$ cat src/rtl/uart_frame_pkg.sv
// ---------------------------------------------------------------------------
// uart_frame_pkg
// Shared types and constants for the UART command-frame path.
//   frame_state_t : frame parser states (IDLE, LEN, PAYLOAD, CHECK)
//   ERR_*         : values reported on o_err_code alongside o_frame_error
// ---------------------------------------------------------------------------
package uart_frame_pkg;

  typedef enum logic [1:0] {
    IDLE    = 2'd0,
    LEN     = 2'd1,
    PAYLOAD = 2'd2,
    CHECK   = 2'd3
  } frame_state_t;

  localparam logic [1:0] ERR_NONE     = 2'd0;
  localparam logic [1:0] ERR_CHECKSUM = 2'd1;
  localparam logic [1:0] ERR_TIMEOUT  = 2'd2;
  localparam logic [1:0] ERR_OVERFLOW = 2'd3;

endpackage

$ cat src/rtl/uart_frame_controller_sync_fifo.sv
// ---------------------------------------------------------------------------
// sync_fifo
// Single-clock first-word-fall-through FIFO. The head entry is presented on
// rd_data whenever empty is low; pop consumes it on the next clock edge.
// Ports:
//   i_clk    : clock
//   reset    : synchronous active-high reset (empties the FIFO)
//   push     : write wr_data this cycle (ignored when full unless popping)
//   wr_data  : data to write
//   pop      : consume the head entry (ignored when empty)
//   rd_data  : head entry (undefined contents while empty)
//   full     : DEPTH entries stored
//   empty    : no entries stored
// DEPTH must be a power of two so the pointers wrap naturally.
// ---------------------------------------------------------------------------
module sync_fifo #(
  parameter int WIDTH = 8,
  parameter int DEPTH = 4
) (
  input  logic             i_clk,
  input  logic             reset,
  input  logic             push,
  input  logic [WIDTH-1:0] wr_data,
  input  logic             pop,
  output logic [WIDTH-1:0] rd_data,
  output logic             full,
  output logic             empty
);

  localparam int AW = (DEPTH > 1) ? $clog2(DEPTH) : 1;

  logic [WIDTH-1:0] mem [DEPTH];
  logic [AW-1:0]    wr_ptr;
  logic [AW-1:0]    rd_ptr;
  logic [AW:0]      count;
  logic             do_push;
  logic             do_pop;

  assign full    = (count == (AW+1)'(DEPTH));
  assign empty   = (count == '0);
  assign do_pop  = pop & ~empty;
  // A full FIFO can still take a write when the head leaves in the same cycle.
  assign do_push = push & (~full | do_pop);
  assign rd_data = mem[rd_ptr];

  // Storage is not reset; the empty flag masks stale contents.
  always_ff @(posedge i_clk) begin
    if (do_push) begin
      mem[wr_ptr] <= wr_data;
    end
  end

  always_ff @(posedge i_clk) begin
    if (reset) begin
      wr_ptr <= '0;
      rd_ptr <= '0;
      count  <= '0;
    end else begin
      if (do_push) begin
        wr_ptr <= wr_ptr + AW'(1);
      end
      if (do_pop) begin
        rd_ptr <= rd_ptr + AW'(1);
      end
      case ({do_push, do_pop})
        2'b10:   count <= count + (AW+1)'(1);
        2'b01:   count <= count - (AW+1)'(1);
        default: count <= count;
      endcase
    end
  end

endmodule

$ cat src/rtl/uart_frame_controller.sv
// ---------------------------------------------------------------------------
// uart_frame_controller
// Turns raw UART byte strobes into checked command frames:
//   CMD, LEN, LEN payload bytes, CHK   with CHK = XOR(CMD, LEN, payload...)
// Payload bytes are buffered in a FIFO for a valid/ready consumer; the frame
// outcome is reported as a one-cycle done or error pulse.
// Ports:
//   i_clk, reset       : clock, synchronous active-high reset
//   i_enable           : global enable for frame reception
//   o_rx_enable        : receiver enable (i_enable gated by reset)
//   i_rx_data          : received byte, valid with i_rx_strobe
//   i_rx_strobe        : one pulse per received byte
//   i_rx_busy          : receiver is mid-byte (holds off a disable abort)
//   o_cmd, o_cmd_valid : command byte; valid from CMD capture to frame end
//   o_data, o_data_valid, i_data_ready : payload FIFO head and handshake
//   o_frame_done       : pulse, frame checksum matched
//   o_frame_error      : pulse, frame failed
//   o_err_code         : reason for the last error (checksum/timeout/overflow)
// TIMEOUT_TICKS must be >= 2; FIFO_DEPTH a power of two >= 2.
// ---------------------------------------------------------------------------
module uart_frame_controller
  import uart_frame_pkg::*;
#(
  parameter int TIMEOUT_TICKS = 4096,
  parameter int FIFO_DEPTH    = 4
) (
  input  logic       i_clk,
  input  logic       reset,
  input  logic       i_enable,
  output logic       o_rx_enable,
  input  logic [7:0] i_rx_data,
  input  logic       i_rx_strobe,
  input  logic       i_rx_busy,
  output logic [7:0] o_cmd,
  output logic       o_cmd_valid,
  output logic [7:0] o_data,
  output logic       o_data_valid,
  input  logic       i_data_ready,
  output logic       o_frame_done,
  output logic       o_frame_error,
  output logic [1:0] o_err_code
);

  localparam int             TW           = $clog2(TIMEOUT_TICKS);
  localparam logic [TW-1:0]  TIMEOUT_LAST = TW'(TIMEOUT_TICKS - 1);

  frame_state_t  state;
  logic [7:0]    acc;
  logic [7:0]    remaining;
  logic [TW-1:0] idle_ticks;
  logic          overflow;

  logic          abort_now;
  logic          timeout_now;
  logic          fifo_push;
  logic          fifo_pop;
  logic          fifo_full;
  logic          fifo_empty;
  logic [7:0]    fifo_rd_data;

  assign o_rx_enable = i_enable & ~reset;

  // Disabling mid-frame waits for the receiver to finish its current byte.
  assign abort_now   = (state != IDLE) & ~i_enable & ~i_rx_busy;
  // A strobe in the same cycle restarts the gap, so it always wins over timeout.
  assign timeout_now = (state != IDLE) & ~i_rx_strobe & (idle_ticks == TIMEOUT_LAST);

  assign fifo_pop  = ~fifo_empty & i_data_ready;
  assign fifo_push = i_rx_strobe & (state == PAYLOAD) & ~abort_now;

  // Masking the head with empty keeps o_data at zero out of reset.
  assign o_data       = fifo_empty ? 8'h00 : fifo_rd_data;
  assign o_data_valid = ~fifo_empty;

  sync_fifo #(
    .WIDTH (8),
    .DEPTH (FIFO_DEPTH)
  ) u_payload_fifo (
    .i_clk   (i_clk),
    .reset   (reset),
    .push    (fifo_push),
    .wr_data (i_rx_data),
    .pop     (fifo_pop),
    .rd_data (fifo_rd_data),
    .full    (fifo_full),
    .empty   (fifo_empty)
  );

  // Frame parser. Abort takes priority over timeout, which takes priority
  // over byte handling. Every return to IDLE clears o_cmd_valid and the
  // overflow flag so the next frame starts clean.
  always_ff @(posedge i_clk) begin
    if (reset) begin
      state         <= IDLE;
      acc           <= 8'h00;
      remaining     <= 8'h00;
      idle_ticks    <= '0;
      overflow      <= 1'b0;
      o_cmd         <= 8'h00;
      o_cmd_valid   <= 1'b0;
      o_frame_done  <= 1'b0;
      o_frame_error <= 1'b0;
      o_err_code    <= ERR_NONE;
    end else begin
      o_frame_done  <= 1'b0;
      o_frame_error <= 1'b0;

      if (state == IDLE || i_rx_strobe) begin
        idle_ticks <= '0;
      end else begin
        idle_ticks <= idle_ticks + TW'(1);
      end

      if (abort_now) begin
        state       <= IDLE;
        o_cmd_valid <= 1'b0;
        overflow    <= 1'b0;
      end else if (timeout_now) begin
        state         <= IDLE;
        o_cmd_valid   <= 1'b0;
        overflow      <= 1'b0;
        o_frame_error <= 1'b1;
        o_err_code    <= ERR_TIMEOUT;
      end else if (i_rx_strobe) begin
        case (state)
          IDLE: begin
            // A stray strobe while reception is disabled must not open a frame.
            if (i_enable) begin
              o_cmd       <= i_rx_data;
              o_cmd_valid <= 1'b1;
              acc         <= i_rx_data;
              overflow    <= 1'b0;
              state       <= LEN;
            end
          end
          LEN: begin
            remaining <= i_rx_data;
            acc       <= acc ^ i_rx_data;
            state     <= (i_rx_data == 8'h00) ? CHECK : PAYLOAD;
          end
          PAYLOAD: begin
            // Dropped bytes still count toward the length and checksum so the
            // frame boundary stays aligned with the sender.
            acc       <= acc ^ i_rx_data;
            remaining <= remaining - 8'd1;
            if (fifo_full && !fifo_pop) begin
              overflow <= 1'b1;
            end
            if (remaining == 8'd1) begin
              state <= CHECK;
            end
          end
          CHECK: begin
            if (overflow) begin
              o_frame_error <= 1'b1;
              o_err_code    <= ERR_OVERFLOW;
            end else if (i_rx_data != acc) begin
              o_frame_error <= 1'b1;
              o_err_code    <= ERR_CHECKSUM;
            end else begin
              o_frame_done <= 1'b1;
            end
            o_cmd_valid <= 1'b0;
            overflow    <= 1'b0;
            state       <= IDLE;
          end
          default: state <= IDLE;
        endcase
      end
    end
  end

endmodule

$ cat config.mk
export PLATFORM = sky130hd
export DESIGN_NAME = uart_frame_controller
export DESIGN_NICKNAME = d
export VERILOG_FILES = /design/src/rtl/uart_frame_pkg.sv /design/src/rtl/uart_frame_controller_sync_fifo.sv /design/src/rtl/uart_frame_controller.sv
export SDC_FILE = /design/constraint.sdc
export NUM_CORES = 1
export LEC_CHECK = 0
export ABC_AREA = 1
export CAP_MARGIN = 20
export CORE_MARGIN = 8
export CORE_UTILIZATION = 45
export CTS_BUF_LIST = sky130_fd_sc_hd__clkbuf_16
export DETAILED_ROUTE_END_ITERATION = 12
export PLACE_DENSITY = 0.76
export SYNTH_ARGS = -nofsm -noshare
export SYNTH_HDL_FRONTEND = slang
export SYNTH_HIERARCHICAL = 1
export SYNTH_SLANG_ARGS = --single-unit
$ cat constraint.sdc
create_clock -name i_clk -period 2.5 [get_ports i_clk]
set_clock_uncertainty 0.05 [all_clocks]
set_input_delay 0.5 -clock i_clk [delete_from_list [all_inputs] [get_ports i_clk]]
set_output_delay 0.5 -clock i_clk [all_outputs]
set_load 0.005 [all_outputs]
==> results of run 1 <==
## per-layer routing
| metal | GRT usage [%] | vias up | routed length [µm] |
|---|---|---|---|
| li1 | - | 1803 | - |
| met3 | 4.87 | 7 | 466 |
| met2 | 26.9 | 81 | 4740 |
| met4 | 4.65 | 0 | 69 |
| met1 | 17.3 | 1673 | 4140 |
| met5 | 0 | - | 0 |
## where the power goes
group          switching, W  internal [W]
Combinational      0.000432      0.000290
Clock              0.000575      0.000890
Sequential        0.0000552       0.00152
## critical path: stages, from the launching register on
cell and delay [ns]:
dfxtp_4 0.39, clkinvlp_4 0.15, buf_4 0.18, nor2_1 0.12, o22ai_1 0.10, inv_1 0.06
nor2_1 0.03, clkdlybuf4s50_1 0.47
## how the worst max path moves through the flow
stage / cells after the start / end / start
global placement: 12 / u_payload_fifo/count[2] / i_enable
CTS: 6 / o_data[0] / flip-flop
finish: 7 / o_data[3] / flip-flop
global route: 6 / o_data[5] / flip-flop
detailed placement: 12 / u_payload_fifo/count[2] / i_enable
floorplan: 13 / u_payload_fifo/count[2] / state[0]
## cell usage in the layout (no fill, tap or decap), types with 9 or more instances in the layout
| cell | n |
|---|---|
| inv_1 | 91 |
| nand2_1 | 76 |
| nor2_1 | 69 |
| dfxtp_1 | 50 |
| o21ai_0 | 46 |
| clkdlybuf4s50_1 | 36 |
| a21oi_1 | 34 |
| edfxtp_1 | 32 |
| buf_4 | 25 |
| nand3_1 | 21 |
| ha_1 | 11 |
| o21ai_1 | 10 |
| clkbuf_16 | 9 |
## flip-flops by register name (all words and copies together) (netlist names), named ones only
signal	flops
u_payload_fifo/mem	32
state	2
remaining	8
o_frame_done	1
o_err_code	2
overflow	1
o_cmd_valid	1
idle_ticks	12
u_payload_fifo/wr_ptr	2
o_frame_error	1
acc	8
u_payload_fifo/count	3
u_payload_fifo/rd_ptr	2
o_cmd	8
## cell type report
cell class | instances | area [µm²] | area share [%]
Multi-Input combinational cell | 324 | 1690 | 32.9
Inverter | 98 | 379 | 7.39
Timing Repair inverter | 1 | 5.00 | 0.0976
Clock buffer | 9 | 225 | 4.39
Sequential cell | 85 | 2030 | 39.5
Clock inverter | 7 | 103 | 2.00
Timing Repair Buffer | 62 | 563 | 11.0
Tap cell | 111 | 139 | 2.71
## cell families after synthesis
| kind of cell | count (synthesis) | synth area share [%] |
|---|---|---|
| xor gates and xnor gates | 1 | 0.212 |
| adders and majority gates | 12 | 3.82 |
| AOI/OAI and AO/OA | 121 | 16.7 |
| and+or+nand+nor | 190 | 20.0 |
| DFF | 85 | 49.0 |
| buffers and inverters | 107 | 10.3 |
## through the flow
stage / setup TNS (ns) / setup slack, ns
4_1_cts: 0 / 0.0492
6_report: 0 / 0.118
3_3_place_gp: 0 / 0.0382
3_5_place_dp: -0.0434 / -0.0250
2_1_floorplan: 0 / 0.152
5_1_grt: 0 / 0.0253
## timing repair
action | CTS | global route
cloned | 0 | 1
hold buffers | 0 | 0
setup endpoints to repair | 1 | 10
gates resized for setup | 1 | 8
buffers inserted | 0 | 3
pin swaps | 0 | 0
==> results.sh, run 1 <==
export IMPL_start_util_pct=45.5
export IMPL_fin_nets=607
export IMPL_routed_wl_um=9420
export IMPL_drc_errors=0
export IMPL_ys_ff_latch=85
export IMPL_track_usage_pct=15.3
export IMPL_crit_path_end_kind="primary output"
export IMPL_rr_worst_depth=13
export IMPL_slew_headroom_pct=70.7
export IMPL_grt_ovfl_total=0
export IMPL_drt_initial_drc_count=361
export IMPL_clock_fmax_mhz=420
export IMPL_hold_viol=0
export IMPL_hold_slack_ns=0.395
export IMPL_diodes=0
export IMPL_irDropWorstVdd_mv=0.357
export IMPL_instances_no_fill=697
export IMPL_n_fill_cell=814
export IMPL_ios=37
export IMPL_final_cell_area_um2=5130
export IMPL_syn_area_um2=4130
export IMPL_avgSynthCellArea_um2=8.00
export IMPL_drv_cap=0
export IMPL_place_area_um2=4750
export IMPL_antenna_found_initial=0
export IMPL_gp_congestion=0.843
export IMPL_cts_tree="built"
export IMPL_drtPass1Iterations=4
export IMPL_yosysMostFrequentCell="inv_1"
export IMPL_arrival_ns=1.83
export IMPL_r2r_start="state[0]"
export IMPL_worstPathRequired_ns=1.95
export IMPL_dp_hpwl_um=6800
export IMPL_ys_seq_area_share_pct=49.0
export IMPL_syn_inst=516
export IMPL_r2r_slack_ns=0.25
export IMPL_worstHoldPathType="reg2reg"
export IMPL_grt_max_degree=18
export IMPL_clk_latency_ns=0.34
export IMPL_ys_dominant_reg_cell="dfxtp_1"
export IMPL_synthArstFlopShare_pct=0
export IMPL_yosysTopAreaCellShare_pct=25.7
export IMPL_ys_top_cells_by_count="inv_1 (93), nand2_1 (76), nor2_1 (69)"
export IMPL_critPathKind="reg2out"
export IMPL_h_tree_depth=3
export IMPL_dpl_cell_count=677
export IMPL_grt_pass1_vias=3489
export IMPL_postLayoutCoreUtil_pct=56.6
export IMPL_yosysTopAreaCell="dfxtp_1"
export IMPL_holdCritStartpoint="o_cmd[7]"
export IMPL_numCtsBuffers=9
export IMPL_hold_end="o_cmd[7]"
export IMPL_grt_pass1_wl_um=15900
export IMPL_crit_path_start_kind="flip-flop"
export IMPL_finalCriticalPeriod_ns=2.38
export IMPL_vias=3564
export IMPL_die_y_um=112
export IMPL_root_buffer="clkbuf_16"
export IMPL_die_area_um2=12500
export IMPL_ys_warn_count=6
export IMPL_timing_final_crit_share_pct=95.3
export IMPL_syn_num_nets=542
export IMPL_rows=35
export IMPL_portBuffers=36
export IMPL_whs_path_depth=2
export IMPL_critPathMaxFanout=6
export IMPL_vias_per_cell=5.11
export IMPL_layout_drive_gt1_share_pct=12.6
export IMPL_clkTransAtPathRegs_ns=0.07
export IMPL_leakage_nw=2.12
export IMPL_worstMarginPinSlew_ns=0.438
export IMPL_rsz0062_at_grt="false"
export IMPL_ys_top_cells_by_area="dfxtp_1 (26%), edfxtp_1 (23%), inv_1 (8.5%)"
export IMPL_synth_enable_flop_cells=32
export IMPL_area_delta_synth_final_pct=24.3
export IMPL_r2r_end="u_payload_fifo/count[2]"
export IMPL_cts_path_max_buffers=2
export IMPL_die_w_um=112
export IMPL_drv_slew=0
export IMPL_routedWlPerCell_um=13.5
export IMPL_synth_distinct_cells=40
export IMPL_power_w=0.00376
export IMPL_core_area_um2=9060
export IMPL_status="finished, final reports clean"
export IMPL_ant_nets=0
export IMPL_cts_sinks=85
export IMPL_setup_viol=0
export IMPL_pwr_density_cell_nw_per_um2=733
(Power assumes the default switching activity.)
==> run 2: changes to the inputs <==
--- a/config.mk
+++ b/config.mk
@@ -7,10 +7,11 @@
 export LEC_CHECK = 0
 export ABC_AREA = 1
 export CAP_MARGIN = 20
-export CORE_MARGIN = 8
+export CORE_MARGIN = 2
 export CORE_UTILIZATION = 45
 export CTS_BUF_LIST = sky130_fd_sc_hd__clkbuf_16
 export DETAILED_ROUTE_END_ITERATION = 12
+export GPL_ROUTABILITY_DRIVEN = 0
 export PLACE_DENSITY = 0.76
 export SYNTH_ARGS = -nofsm -noshare
 export SYNTH_HDL_FRONTEND = slang
==> results.sh, run 2 (synthesis results as in run 1) <==
export IMPL_status="finished, final reports clean"
export IMPL_rows=34
export IMPL_root_buffer="clkbuf_16"
export IMPL_layout_common_cells="inv_1 (91), nand2_1 (76), nor2_1 (69)"
export IMPL_die_area_um2=9950
export IMPL_pwr_density_cell_nw_per_um2=710
export IMPL_diodes=0
export IMPL_hold_viol=0
export IMPL_drc_errors=0
export IMPL_final_common_cell="inv_1"
export IMPL_routedWlPerCell_um=13.7
export IMPL_drtPass1Iterations=4
export IMPL_h_tree_depth=3
export IMPL_leakage_nw=2.11
export IMPL_timing_final_crit_share_pct=94.3
export IMPL_cp_slowest_cell="clkdlybuf4s50_1"
export IMPL_drv_slew=0
export IMPL_clock_fmax_mhz=424
export IMPL_grt_pass1_vias=3306
export IMPL_rsz0062_at_grt="false"
export IMPL_rr_worst_depth=13
export IMPL_numCtsBuffers=9
export IMPL_routed_wl_um=9460
export IMPL_irDropWorstVdd_mv=0.398
export IMPL_die_w_um=99.8
export IMPL_critPathMaxFanout=12
export IMPL_worstHoldPathType="reg2reg"
export IMPL_critPathKind="reg2out"
export IMPL_track_usage_pct=20.1
export IMPL_antenna_found_initial=0
export IMPL_area_delta_synth_final_pct=23.3
export IMPL_ctsHoldBuffers=0
export IMPL_core_area_um2=8810
export IMPL_dp_hpwl_um=6770
export IMPL_fin_tns_setup_ns=0
export IMPL_vias_per_cell=5.05
export IMPL_fin_nets=606
export IMPL_cts_tree="built"
export IMPL_clkTransAtPathRegs_ns=0.06
export IMPL_power_w=0.00361
export IMPL_crit_path_start_kind="flip-flop"
export IMPL_max_stage_delay_ns=0.51
export IMPL_grt_ovfl_total=0
export IMPL_worstSetupEndpoint="o_data[3]"
export IMPL_n_fill_cell=780
export IMPL_arrival_ns=1.81
export IMPL_drv_cap=0
export IMPL_r2r_start="state[1]"
export IMPL_grt_max_degree=25
export IMPL_hold_slack_ns=0.396
export IMPL_r2r_end="u_payload_fifo/count[2]"
export IMPL_cts_path_max_buffers=2
export IMPL_clk_latency_ns=0.34
export IMPL_portBuffers=36
export IMPL_cts_sinks=85
export IMPL_start_util_pct=46.9
export IMPL_regMostFlops="u_payload_fifo/mem"
export IMPL_ios=37
export IMPL_grt_pass1_wl_um=15800
export IMPL_worstMarginPinSlew_ns=0.443
export IMPL_setup_viol=0
export IMPL_layout_drive_gt1_share_pct=12.1
export IMPL_crit_path_end_kind="primary output"
export IMPL_ant_nets=0
export IMPL_vias=3500
export IMPL_largest_reg_flops=32
export IMPL_instances_no_fill=693
export IMPL_die_y_um=99.8
export IMPL_finalCriticalPeriod_ns=2.36
export IMPL_worstPathRequired_ns=1.95
export IMPL_top_regs="u_payload_fifo/mem: 32 flops, idle_ticks: 12 flops"
export IMPL_path_cells="buf_6 > o21ai_0 > o22ai_1 > inv_1 > nor2_1 > clkdlybuf4s50_1"
export IMPL_dpl_cell_count=675
export IMPL_r2r_slack_ns=0.22
export IMPL_slew_headroom_pct=70.4
export IMPL_drt_initial_drc_count=184
## run 2: worst max-delay path: cells and delay by family (launching register included)
kind / cells / cell delay [ns]
buf+inv: 3 / 0.71
simple gates: 1 / 0.08
compound gates: 2 / 0.26
flops: 1 / 0.41
## run 2: cell type report
class	instances	area (µm²)	area share [%]
clock buffers	9	225	4.43
clock inverters	7	72.6	1.43
inverters	98	379	7.45
multi-input cells	324	1690	33.2
flip-flops and latches	85	2030	39.8
well taps	108	135	2.66
repair buffers	61	554	10.9
repair inverters	1	7.51	0.148
## run 2: how the worst min path moves through the flow
stage	startpoint	to	slack [ns]	depth (start not counted)
CTS	o_cmd[3]	o_cmd[3]	0.40	2
global placement	idle_ticks[0]	idle_ticks[0]	0.38	1
floorplan	idle_ticks[0]	idle_ticks[0]	0.37	1
detailed placement	o_cmd[3]	o_cmd[3]	0.39	2
finish	o_cmd[3]	o_cmd[3]	0.40	2
global route	idle_ticks[0]	idle_ticks[0]	0.41	1
## run 2: metal layers
layer  vias to the layer above  track usage [%]  wire [µm]
li1                       1804                -          -
met1                      1611             25.1       4320
met2                        77             34.7       4620
met3                         8             4.99        423
met4                         0             5.48         96
met5                         -                0          0
## run 2: what timing repair did
action / in CTS / in global routing
resized for setup: 2 / 8
setup endpoints to repair: 2 / 8
buffers inserted: 0 / 1
cloned: 0 / 1
pin swaps: 0 / 1
hold endpoints to repair: 0 / 0
## run 2: through the flow
step	utilization (%)	instance area (µm²)	setup WS, ns
6_report	57.8	5090	0.142
5_1_grt	57.8	5090	0.00401
4_1_cts	57.4	5060	0.0163
3_3_place_gp	54.0	4750	0.0707
2_1_floorplan	-	4130	0.152
3_5_place_dp	54.0	4750	0.00842
## run 2: report_power, final
group | leakage (nW) | internal (W) | switching (W)
logic | 1.25 | 0.000286 | 0.000428
registers | 0.721 | 0.00152 | 0.0000551
clock network | 0.144 | 0.000777 | 0.000548
total | 2.11 | 0.00258 | 0.00103
==> run 3: changes to the inputs <==
--- a/config.mk
+++ b/config.mk
@@ -6,6 +6,7 @@
 export NUM_CORES = 1
 export LEC_CHECK = 0
 export ABC_AREA = 1
+export ABC_CLOCK_PERIOD_IN_PS = 3000
 export CAP_MARGIN = 20
 export CORE_MARGIN = 2
 export CORE_UTILIZATION = 45
==> constraint.sdc (replaced) <==
create_clock -name i_clk -period 3 [get_ports i_clk]
set_clock_uncertainty 0.05 [all_clocks]
set_input_delay 0.6 -clock i_clk [delete_from_list [all_inputs] [get_ports i_clk]]
set_output_delay 0.6 -clock i_clk [all_outputs]
set_load 0.005 [all_outputs]
==> results.sh, run 3 (synthesis results as in run 1) <==
export IMPL_whs_path_depth=2
export IMPL_ios=37
export IMPL_core_area_um2=8810
export IMPL_rsz0062_at_grt="false"
export IMPL_r2r_slack_ns=0.34
export IMPL_crit_path_end_kind="flip-flop"
export IMPL_crit_path_start_kind="flip-flop"
export IMPL_drv_slew=0
export IMPL_critPathMaxFanout=6
export IMPL_worstPathRequired_ns=3.17
export IMPL_layout_drive_gt1_share_pct=9.39
export IMPL_hold_end="o_cmd[5]"
export IMPL_ant_nets=0
export IMPL_root_buffer="clkbuf_16"
export IMPL_seq_area_um2=2020
export IMPL_clk_latency_ns=0.33
export IMPL_clock_fmax_mhz=376
export IMPL_r2r_start="state[0]"
export IMPL_grt_pass1_wl_um=16000
export IMPL_irDropWorstVdd_mv=0.301
export IMPL_start_util_pct=46.9
export IMPL_ctsHoldBuffers=0
export IMPL_arrival_ns=2.83
export IMPL_dp_slack_ns=0.0914
export IMPL_h_tree_depth=3
export IMPL_area_delta_synth_final_pct=20.1
export IMPL_worstHoldPathType="reg2reg"
export IMPL_antenna_found_initial=0
export IMPL_vias=3511
export IMPL_timing_final_crit_share_pct=88.6
export IMPL_cp_slowest_cell="fa_1"
export IMPL_cp_top_family="simple AND/OR/NAND/NOR gates"
export IMPL_grt_pass1_vias=3339
export IMPL_grt_max_degree=18
export IMPL_rows=34
export IMPL_slew_headroom_pct=62.1
export IMPL_drv_cap=0
export IMPL_critPathKind="reg2reg"
export IMPL_cp_common_cell="inv_1"
export IMPL_hold_slack_ns=0.392
export IMPL_rr_worst_depth=13
export IMPL_fin_tns_setup_ns=0
export IMPL_setup_viol=0
export IMPL_cts_resized=0
export IMPL_vias_per_cell=5.14
export IMPL_dp_hpwl_um=6980
export IMPL_cts_setup_buffers=0
export IMPL_leakage_nw=2.04
export IMPL_layout_common_cells="inv_1 (96), nand2_1 (76), nor2_1 (69)"
export IMPL_worst_path_buf_inv=4
export IMPL_multi_input_area_um2=1680
export IMPL_max_stage_delay_ns=0.43
export IMPL_drtPass1Iterations=7
export IMPL_n_fill_cell=763
export IMPL_routed_wl_um=9590
export IMPL_numCtsBuffers=9
export IMPL_cts_tree="built"
export IMPL_holdCritStartpoint="o_cmd[5]"
export IMPL_cts_sinks=85
export IMPL_finalCriticalPeriod_ns=2.66
export IMPL_die_area_um2=9950
export IMPL_fin_nets=596
export IMPL_fin_ws_ns=0.343
export IMPL_clkTransAtPathRegs_ns=0.06
export IMPL_routedWlPerCell_um=14.0
export IMPL_drc_errors=0
export IMPL_r2r_end="u_payload_fifo/count[2]"
export IMPL_status="finished, final reports clean"
export IMPL_portBuffers=36
export IMPL_largest_reg_flops=32
export IMPL_cts_path_max_buffers=2
export IMPL_track_usage_pct=20.6
export IMPL_hold_viol=0
export IMPL_path_cells="inv_1 > ha_1 > nor3_2 > nor2_4 > inv_1 > nor2_1 > inv_1 > nand3_1 > fa_1 > inv_1 > nand4_1 > a21oi_1 > nor2_1"
export IMPL_final_common_cell="inv_1"
export IMPL_diodes=0
export IMPL_regMostFlops="u_payload_fifo/mem"
export IMPL_top_regs="u_payload_fifo/mem: 32 flops, idle_ticks: 12 flops"
export IMPL_die_y_um=99.8
export IMPL_grt_ovfl_total=0
export IMPL_pwr_density_cell_nw_per_um2=580
export IMPL_die_w_um=99.8
export IMPL_worstMarginPinSlew_ns=0.568
export IMPL_drt_initial_drc_count=198
[run 3: cell count changes in the layout (fill, tap and decap cells not counted), moves of 2 or more]
cell	before	now
dfxtp_1	51	53
clkinvlp_4	3	1
inv_1	91	96
inv_6	2	0
buf_4	24	16
[run 3: metal layers]
layer	vias up	wire length (µm)	GRT usage (%)
met3	20	631	4.92
met1	1605	4030	24.9
li1	1781	-	-
met2	105	4710	35.9
met4	0	208	7.06
met5	-	0	0
[run 3: worst max path at each step]
stage,from,to,cells past startpoint
2_1_floorplan,state[0],u_payload_fifo/count[2],13
3_3_place_gp,i_rx_strobe,u_payload_fifo/count[1],10
3_5_place_dp,i_rx_strobe,u_payload_fifo/count[1],10
4_1_cts,flip-flop,o_data[1],6
5_1_grt,state[0],u_payload_fifo/count[2],13
6_report,state[0],u_payload_fifo/count[2],13
[run 3: cell type report]
type                       count  area share, %
sequential                    85           40.8
multi-input combinational    324           33.9
timing repair buffer          52           9.70
inverter                      98           7.58
clock buffer                   9           4.55
tap                          108           2.73
clock inverter                 7          0.732
[run 3: tightest hold or removal path, delay by kind of cell (launching register included)]
kind	cells	cell delay, ns
flip-flops	1	0.30
AO/OA/AOI/OAI	1	0.05
buffers and inverters	1	0.05
[run 3: through the flow]
stage               instances  power (W)  area, µm²  util, %
CTS                       683    0.00289       4950     56.3
global route              683    0.00303       4950     56.3
global placement          667    0.00189       4690     53.3
floorplan                 516    0.00171       4130        -
detailed placement        667    0.00191       4690     53.3
finish                    683    0.00287       4950     56.3
[run 3: report_power, final]
group	internal, W	switching [W]	leakage, nW
logic	0.000228	0.000355	1.18
registers	0.00126	0.0000461	0.720
clock network	0.000548	0.000431	0.137
total	0.00204	0.000832	2.04
